## config.mk

```make
export PLATFORM = sky130hd
export DESIGN_NAME = fp_add_scheduler
export DESIGN_NICKNAME = d
export VERILOG_FILES = /design/src/rtl/fp_add_scheduler.sv
export SDC_FILE = /design/constraint.sdc
export NUM_CORES = 1
export LEC_CHECK = 0
export CAP_MARGIN = 25
export CORE_AREA = 2 2 153 155
export CTS_CLUSTER_SIZE = 14
export DETAILED_ROUTE_END_ITERATION = 6
export DIE_AREA = 0 0 155 157
export SYNTH_ARGS = -nofsm -noshare
export SYNTH_HDL_FRONTEND = slang
export SYNTH_SLANG_ARGS = --single-unit
```

## constraint.sdc

```tcl
create_clock -name clk -period 2.7 [get_ports clk]
set_input_delay 0.675 -clock clk [delete_from_list [all_inputs] [get_ports clk]]
set_output_delay 0.675 -clock clk [all_outputs]
set_load 0.05 [all_outputs]
```

## src/rtl/fp_add_scheduler.sv

```systemverilog
// Round-robin scheduler that shares one combinational FP adder among NUM_REQ requesters.
// Define FPSCHED_FASTPATH_EN to let a new grant overlap the response handshake (1 op / 2 cycles).
module fp_add_scheduler #(
  parameter int NUM_REQ = 4,
  parameter int DATA_W  = 32,
  localparam int ID_W   = $clog2(NUM_REQ)
) (
  input  logic                      clk,
  input  logic                      rst_n,
  input  logic [NUM_REQ-1:0]        req_valid,
  output logic [NUM_REQ-1:0]        req_ready,
  input  logic [DATA_W*NUM_REQ-1:0] req_a,
  input  logic [DATA_W*NUM_REQ-1:0] req_b,
  output logic [DATA_W-1:0]         add_a,
  output logic [DATA_W-1:0]         add_b,
  input  logic [DATA_W-1:0]         add_out,
  output logic                      rsp_valid,
  input  logic                      rsp_ready,
  output logic [DATA_W-1:0]         rsp_data,
  output logic [ID_W-1:0]           rsp_id,
  output logic                      busy
);

  localparam logic [1:0] IDLE  = 2'd0;
  localparam logic [1:0] ISSUE = 2'd1;
  localparam logic [1:0] RESP  = 2'd2;

  logic [1:0]      state;
  logic [1:0]      state_nxt;
  logic [ID_W-1:0] ptr;
  logic [ID_W-1:0] ptr_nxt;
  logic [ID_W:0]   pick;
  logic            gnt_any;
  logic [ID_W-1:0] gnt_id;
  logic            arb_en;
  logic            grant;

  // Returns {found, index}; the nearest valid index at or after start wins.
  function automatic logic [ID_W:0] rr_pick(input logic [NUM_REQ-1:0] vld,
                                            input logic [ID_W-1:0]    start);
    logic [ID_W:0] res;
    int            idx;
    res = '0;
    for (int k = NUM_REQ - 1; k >= 0; k--) begin
      idx = int'(start) + k;
      if (idx >= NUM_REQ) idx = idx - NUM_REQ;
      if (vld[idx[ID_W-1:0]]) res = {1'b1, idx[ID_W-1:0]};
    end
    return res;
  endfunction

  assign pick    = rr_pick(req_valid, ptr);
  assign gnt_any = pick[ID_W];
  assign gnt_id  = pick[ID_W-1:0];

`ifdef FPSCHED_FASTPATH_EN
  assign arb_en = (state == IDLE) || ((state == RESP) && rsp_ready);
`else
  assign arb_en = (state == IDLE);
`endif

  // Gating with rst_n keeps req_ready low for the whole reset assertion.
  assign grant   = arb_en && gnt_any && rst_n;
  assign ptr_nxt = (gnt_id == ID_W'(NUM_REQ - 1)) ? '0 : gnt_id + 1'b1;

  always_comb begin
    req_ready = '0;
    if (grant) req_ready[gnt_id] = 1'b1;
  end

  always_comb begin
    state_nxt = state;
    case (state)
      IDLE:    if (grant) state_nxt = ISSUE;
      ISSUE:   state_nxt = RESP;
      RESP:    if (rsp_ready) state_nxt = grant ? ISSUE : IDLE;
      default: state_nxt = IDLE;
    endcase
  end

  // Operand stage: granted operands drive the adder until the next grant.
  always_ff @(posedge clk or negedge rst_n) begin
    if (!rst_n) begin
      state  <= IDLE;
      ptr    <= '0;
      add_a  <= '0;
      add_b  <= '0;
      rsp_id <= '0;
    end else begin
      state <= state_nxt;
      if (grant) begin
        ptr    <= ptr_nxt;
        add_a  <= req_a[gnt_id*DATA_W +: DATA_W];
        add_b  <= req_b[gnt_id*DATA_W +: DATA_W];
        rsp_id <= gnt_id;
      end
    end
  end

  // Result stage: the adder has had a full cycle on stable operands.
  always_ff @(posedge clk or negedge rst_n) begin
    if (!rst_n) begin
      rsp_data <= '0;
    end else if (state == ISSUE) begin
      rsp_data <= add_out;
    end
  end

  assign rsp_valid = (state == RESP);
  assign busy      = (state != IDLE);

endmodule
```

### Word level (Yosys, flattened, before mapping)

Index checks and enable logic that the tools add are counted.

* add/sub/neg operators: 8
* magnitude comparators: 10
* equal/unequal tests: 5
* shifts and indexed selects: 2
* multiplexer cells: 24
* reductions and logical operators: 6

Operators by type and width (number)
* $shiftx A128 B8 Y32: 2
* $lt A2 B3 Y1 const B: 5
* $mux W2: 7
* $mux W3: 4
* $ge A3 B3 Y1 const B: 3
* $bmux W1 S2: 4
* $sub A2 B1 Y2 const B: 4
* $add A2 B2 Y3 const B: 2
* $mux W1: 6
* $pmux W2 S3: 1
* $eq A2 B2 Y1 const B: 2
* $mux W4: 1
* $ne A2 B1 Y1 const B: 2
* $add A2 B1 Y3 const B: 1
* $ge A2 B3 Y1 const B: 1
* $logic_and A1 B1 Y1: 3
* $add A2 B1 Y2 const B: 1
* $demux W1 S2: 1
* $eq A2 B1 Y1 const B: 1
* $ge A2 B1 Y1 const B: 1
* $logic_not A2 Y1: 1
* $reduce_and A2 Y1: 1
* $reduce_bool A2 Y1: 1

* register bits after elaboration: 102
* input port bits: 295
* output and inout bits: 104
* logic and storage cells: 61

### Depth between registers and ports, before layout

* depth after elaboration: 14
* gate-level depth with buffers: 9
* gate-level depth less buffers: 6

### Worst setup path after synthesis

No wires, ideal clock.

* kind: input-to-output
* start: in req_valid[3]
* end: out req_ready[2]
* arrival: 2.165 ns
* required time: 2.025 ns
* setup slack: -0.140 ns
* stages on the path: 9
* path buffers: 3
* cells stage by stage: mux2i_1 o2bb2ai_1 buf_6 nor2_4 inv_4 buf_6 buf_8 ha_1 and2_1

* word-level cells in the longest chain between the ends: 11
* elaborated cells on any way between the ends: 20
* classes of those cells: order compare (2); mux (15); reduce/logical (3)

RTL lines
* start: declaration: line 10 `input logic [NUM_REQ-1:0] req_valid,`
* $bmux W1 S2: line 47 `if (vld[idx[ID_W-1:0]]) res = {1'b1, idx[ID_W-1:0]};`
* $mux W1 (implied by the code): line 47
* $mux W3 (3 in a row): line 47
* $mux W3 *: line 47
* via pick[0]: line 32 `logic [ID_W:0] pick;`
* $lt A2 B3 Y1 (implied by the code) / $ge A2 B1 Y1 (equally long branches): line 68 `if (grant) req_ready[gnt_id] = 1'b1;`
* $logic_and A1 B1 Y1 (implied by the code): line 68
* $mux W1 (implied by the code): line 68
* $demux W1 S2 *: line 68
* $mux W4 *: line 68
* end: declaration: line 11 `output logic [NUM_REQ-1:0] req_ready,`

Mark *: on every way through the listed nets, which the timed path passes. The rest lies on a longest branch. The select of a mux whose other input is x is not followed.

### Worst setup path in the final report

* start: reg ptr[1]
* end: out req_ready[3]

* word-level cells in the longest chain between the ends: 14
* elaborated cells on any way between the ends: 35
* classes of those cells: add/sub (7); order compare (6); mux (19); reduce/logical (3)

RTL lines
* start: declaration: line 30 `logic [ID_W-1:0] ptr;`
* start signal: assignment: line 92 `ptr <= ptr_nxt;`
* $add A2 B2 Y3: line 45 `idx = int'(start) + k;`
* $ge A3 B3 Y1 / $sub A2 B1 Y2 (equally long branches): line 46 `if (idx >= NUM_REQ) idx = idx - NUM_REQ;`
* $mux W2: line 46
* $bmux W1 S2: line 47
* $mux W1 (implied by the code): line 47
* $mux W3 (3 in a row): line 47
* $mux W3 *: line 47
* via pick[0]: line 32
* $lt A2 B3 Y1 (implied by the code) / $ge A2 B1 Y1 (equally long branches): line 68
* $logic_and A1 B1 Y1 (implied by the code): line 68
* $mux W1 (implied by the code): line 68
* $demux W1 S2 *: line 68
* $mux W4 *: line 68

Marks and branches as above.

==> reports/qor.csv <==
metric,value,unit
antenna_found_initial,0,
io_pins,399,
gr-total-overflow,0,
syn-num-nets,920,
grt_pass1_vias,6573,
clockRootBuffer,clkbuf_16,
vdd_ir_drop_max,506.9,uV
fin_area,0.01077,mm2
syn_inst,621,
maxCapViolations,0,
cp-start-kind,flip-flop,
core_area,0.02250,mm2
cts_tree,built,
area_delta_synth_final,80.44,%
hold_violations,0,
drc_errors,0,
holdWs,399.7,ps
synth_warnings,0,
synth_cell_types,29,
r2r-start,ptr[1],
diodes,0,
cts_sinks,102,
drtPass1Iterations,4,
end_kind,primary output,
cts_made_buffers,9,
p_total,11.70,mW
die_area,0.02434,mm2
path_clk_slew,90,ps
hold_path_class,in -> async,
grt_setup_unrepaired,no,
worstPathMaxFanout,6,
finalSetupViolations,0,
regToRegEndpoint,add_a[6],
fin_nets,1300,
slew_headroom,0.4543,
routabilityCongestion,0.8332,
grt_pass1_wl,38060,um
start_util,0.2652,
setup.worst_path.class,reg -> out,
reg2reg_slack,590,ps
reg2reg_depth,8,
yosysTopAreaCell,dfrtp_1,
min_period,2615,ps
synth-seq-cells,102,
critPathArrivalTime,1940,ps
yosys-top-cells-area,"dfrtp_1, mux2i_1, a21o_1, o211ai_1, mux2_2",
fin_cells,1291,
first_iter_violations,264,
p_per_area,1087,mW/mm2
fp.dieH,157,um
die_w,155,um
yosys.area.top_type_share,0.4278,
cp.required,2030,ps
vias,6393,
grtUsageTotal,0.2052,
h-tree-depth,3,
fin_crit_sh,0.9684,
postCtsSetupRepairBufs,0,
vias_per_cell,4.952,
placed_cell_area,0.01045,mm2
power_leakage,4.406,nW
fin_setup_tns,0,ps
slew_viol_final,0,
placementRows,55,
cts.path.max_buffers,2,
layout-drive-gt1-share,0.1004,
dpl.hpwl,19170,um
ant_nets,0,
clk_latency,360,ps
status,"complete, no violations",
dp.cells,1275,
finalWirelength,25870,um
postSynthAreaPerCell,9.609,um2
finalClockSkew,14.33,ps
tightest_slew,818.5,ps
ys_seq_area_frac,0.4278,
portBuffers,398,
fmax,382.4,MHz
postCtsHoldBufs,0,
grt_max_degree,69,
wire_per_inst,20.04,um
synthesis.area,0.005967,mm2
-- how the worst max path moves through the flow --
stage | from | end | cells past startpoint
finish | ptr[1] | req_ready[3] | 6
global route | ptr[1] | req_ready[0] | 7
CTS | req_valid[1] | req_ready[1] | 8
detailed placement | req_valid[1] | req_ready[1] | 8
global placement | req_valid[3] | req_ready[1] | 8
floorplan | req_valid[3] | req_ready[2] | 9
-- layout by cell type, fill, tap and decap left out, types with 3 or more instances in the layout --
| cell | synthesis | layout |
|---|---|---|
| clkdlybuf4s50_1 | 0 | 389 |
| dfrtp_1 | 102 | 101 |
| nand2_1 | 73 | 72 |
| o21ai_0 | 66 | 66 |
| mux2i_1 | 65 | 64 |
| nand3_1 | 64 | 64 |
| a21o_1 | 66 | 64 |
| o211ai_1 | 64 | 64 |
| mux2_2 | 32 | 32 |
| buf_4 | 2 | 21 |
| buf_12 | 0 | 14 |
| clkbuf_16 | 0 | 9 |
| nand2b_1 | 4 | 4 |
| ha_1 | 4 | 4 |
| nor2_1 | 5 | 3 |
| inv_6 | 0 | 3 |
| dlygate4sd2_1 | 0 | 3 |
-- state kept, by name, indices dropped and copies added (netlist names) --
signal,flops
add_b,32
rsp_id,2
add_a,32
ptr,2
state,2
rsp_data,32
-- what timing repair did --
action,in CTS,in global routing
endpoints found under the setup margin,4,4
gates resized for setup,8,3
gates cloned,0,0
pin swaps,2,3
-- cells in the mapped netlist, drive strengths merged --
library cell,n
dfrtp,102
nand2,73
a21o,66
o21ai,66
mux2i,65
nand3,64
o211ai,64
clkbuf,42
mux2,32
buf,17
nor2,6
and2,4
ha,4
inv,4
nand2b,4
a21oi,2
a211oi,1
a2bb2oi,1
clkinv,1
nor3b,1
o2bb2ai,1
or3,1
-- cell families after synthesis --
kind of cell               share of synthesized area
AOI/OAI and AO/OA                             0.2258
and+or+nand+nor                               0.1153
DFF                                           0.4278
muxes                                         0.1694
buffers and inverters                        0.05326
adders and majority gates                   0.008388
-- power by group --
group	leakage (nW)	switching, mW	total [mW]	internal [mW]
Sequential	1.24	0.422	2.70	2.27
Combinational	3.02	4.75	7.65	2.90
Clock	0.148	0.691	1.35	0.661
-- metrics by stage --
step | worst slack [ps] | util
2_1_floorplan | 47.79 | -
3_3_place_gp | -215.6 | 0.4644
3_5_place_dp | -205.5 | 0.4644
4_1_cts | 57.34 | 0.4782
5_1_grt | 3.096 | 0.4785
6_report | 85.24 | 0.4785
-- area by class of cell --
type                       count  area [um2]
tap                          285       356.6
sequential                   102        2554
clock inverter                 7       73.82
multi-input combinational    455        3168
clock buffer                   9       225.2
timing repair buffer         428        4368
fill                        2170       11740
inverter                       5       21.27
-- metal layers --
metal	up-vias	GRT usage	part of all wire
li1	3012	-	-
met2	296	0.3649	0.51
met4	0	0.07187	0.027
met1	3044	0.2376	0.39
met3	41	0.05589	0.079
met5	-	0	0
-- worst max-delay path, cell delays in order, from the launching register on --
cell and delay, ps:
dfrtp_1 510, mux2i_2 350, o2bb2ai_4 170, nor2_4 70, ha_1 180, and2_1 160, buf_12 150
(Power assumes the default switching activity.)
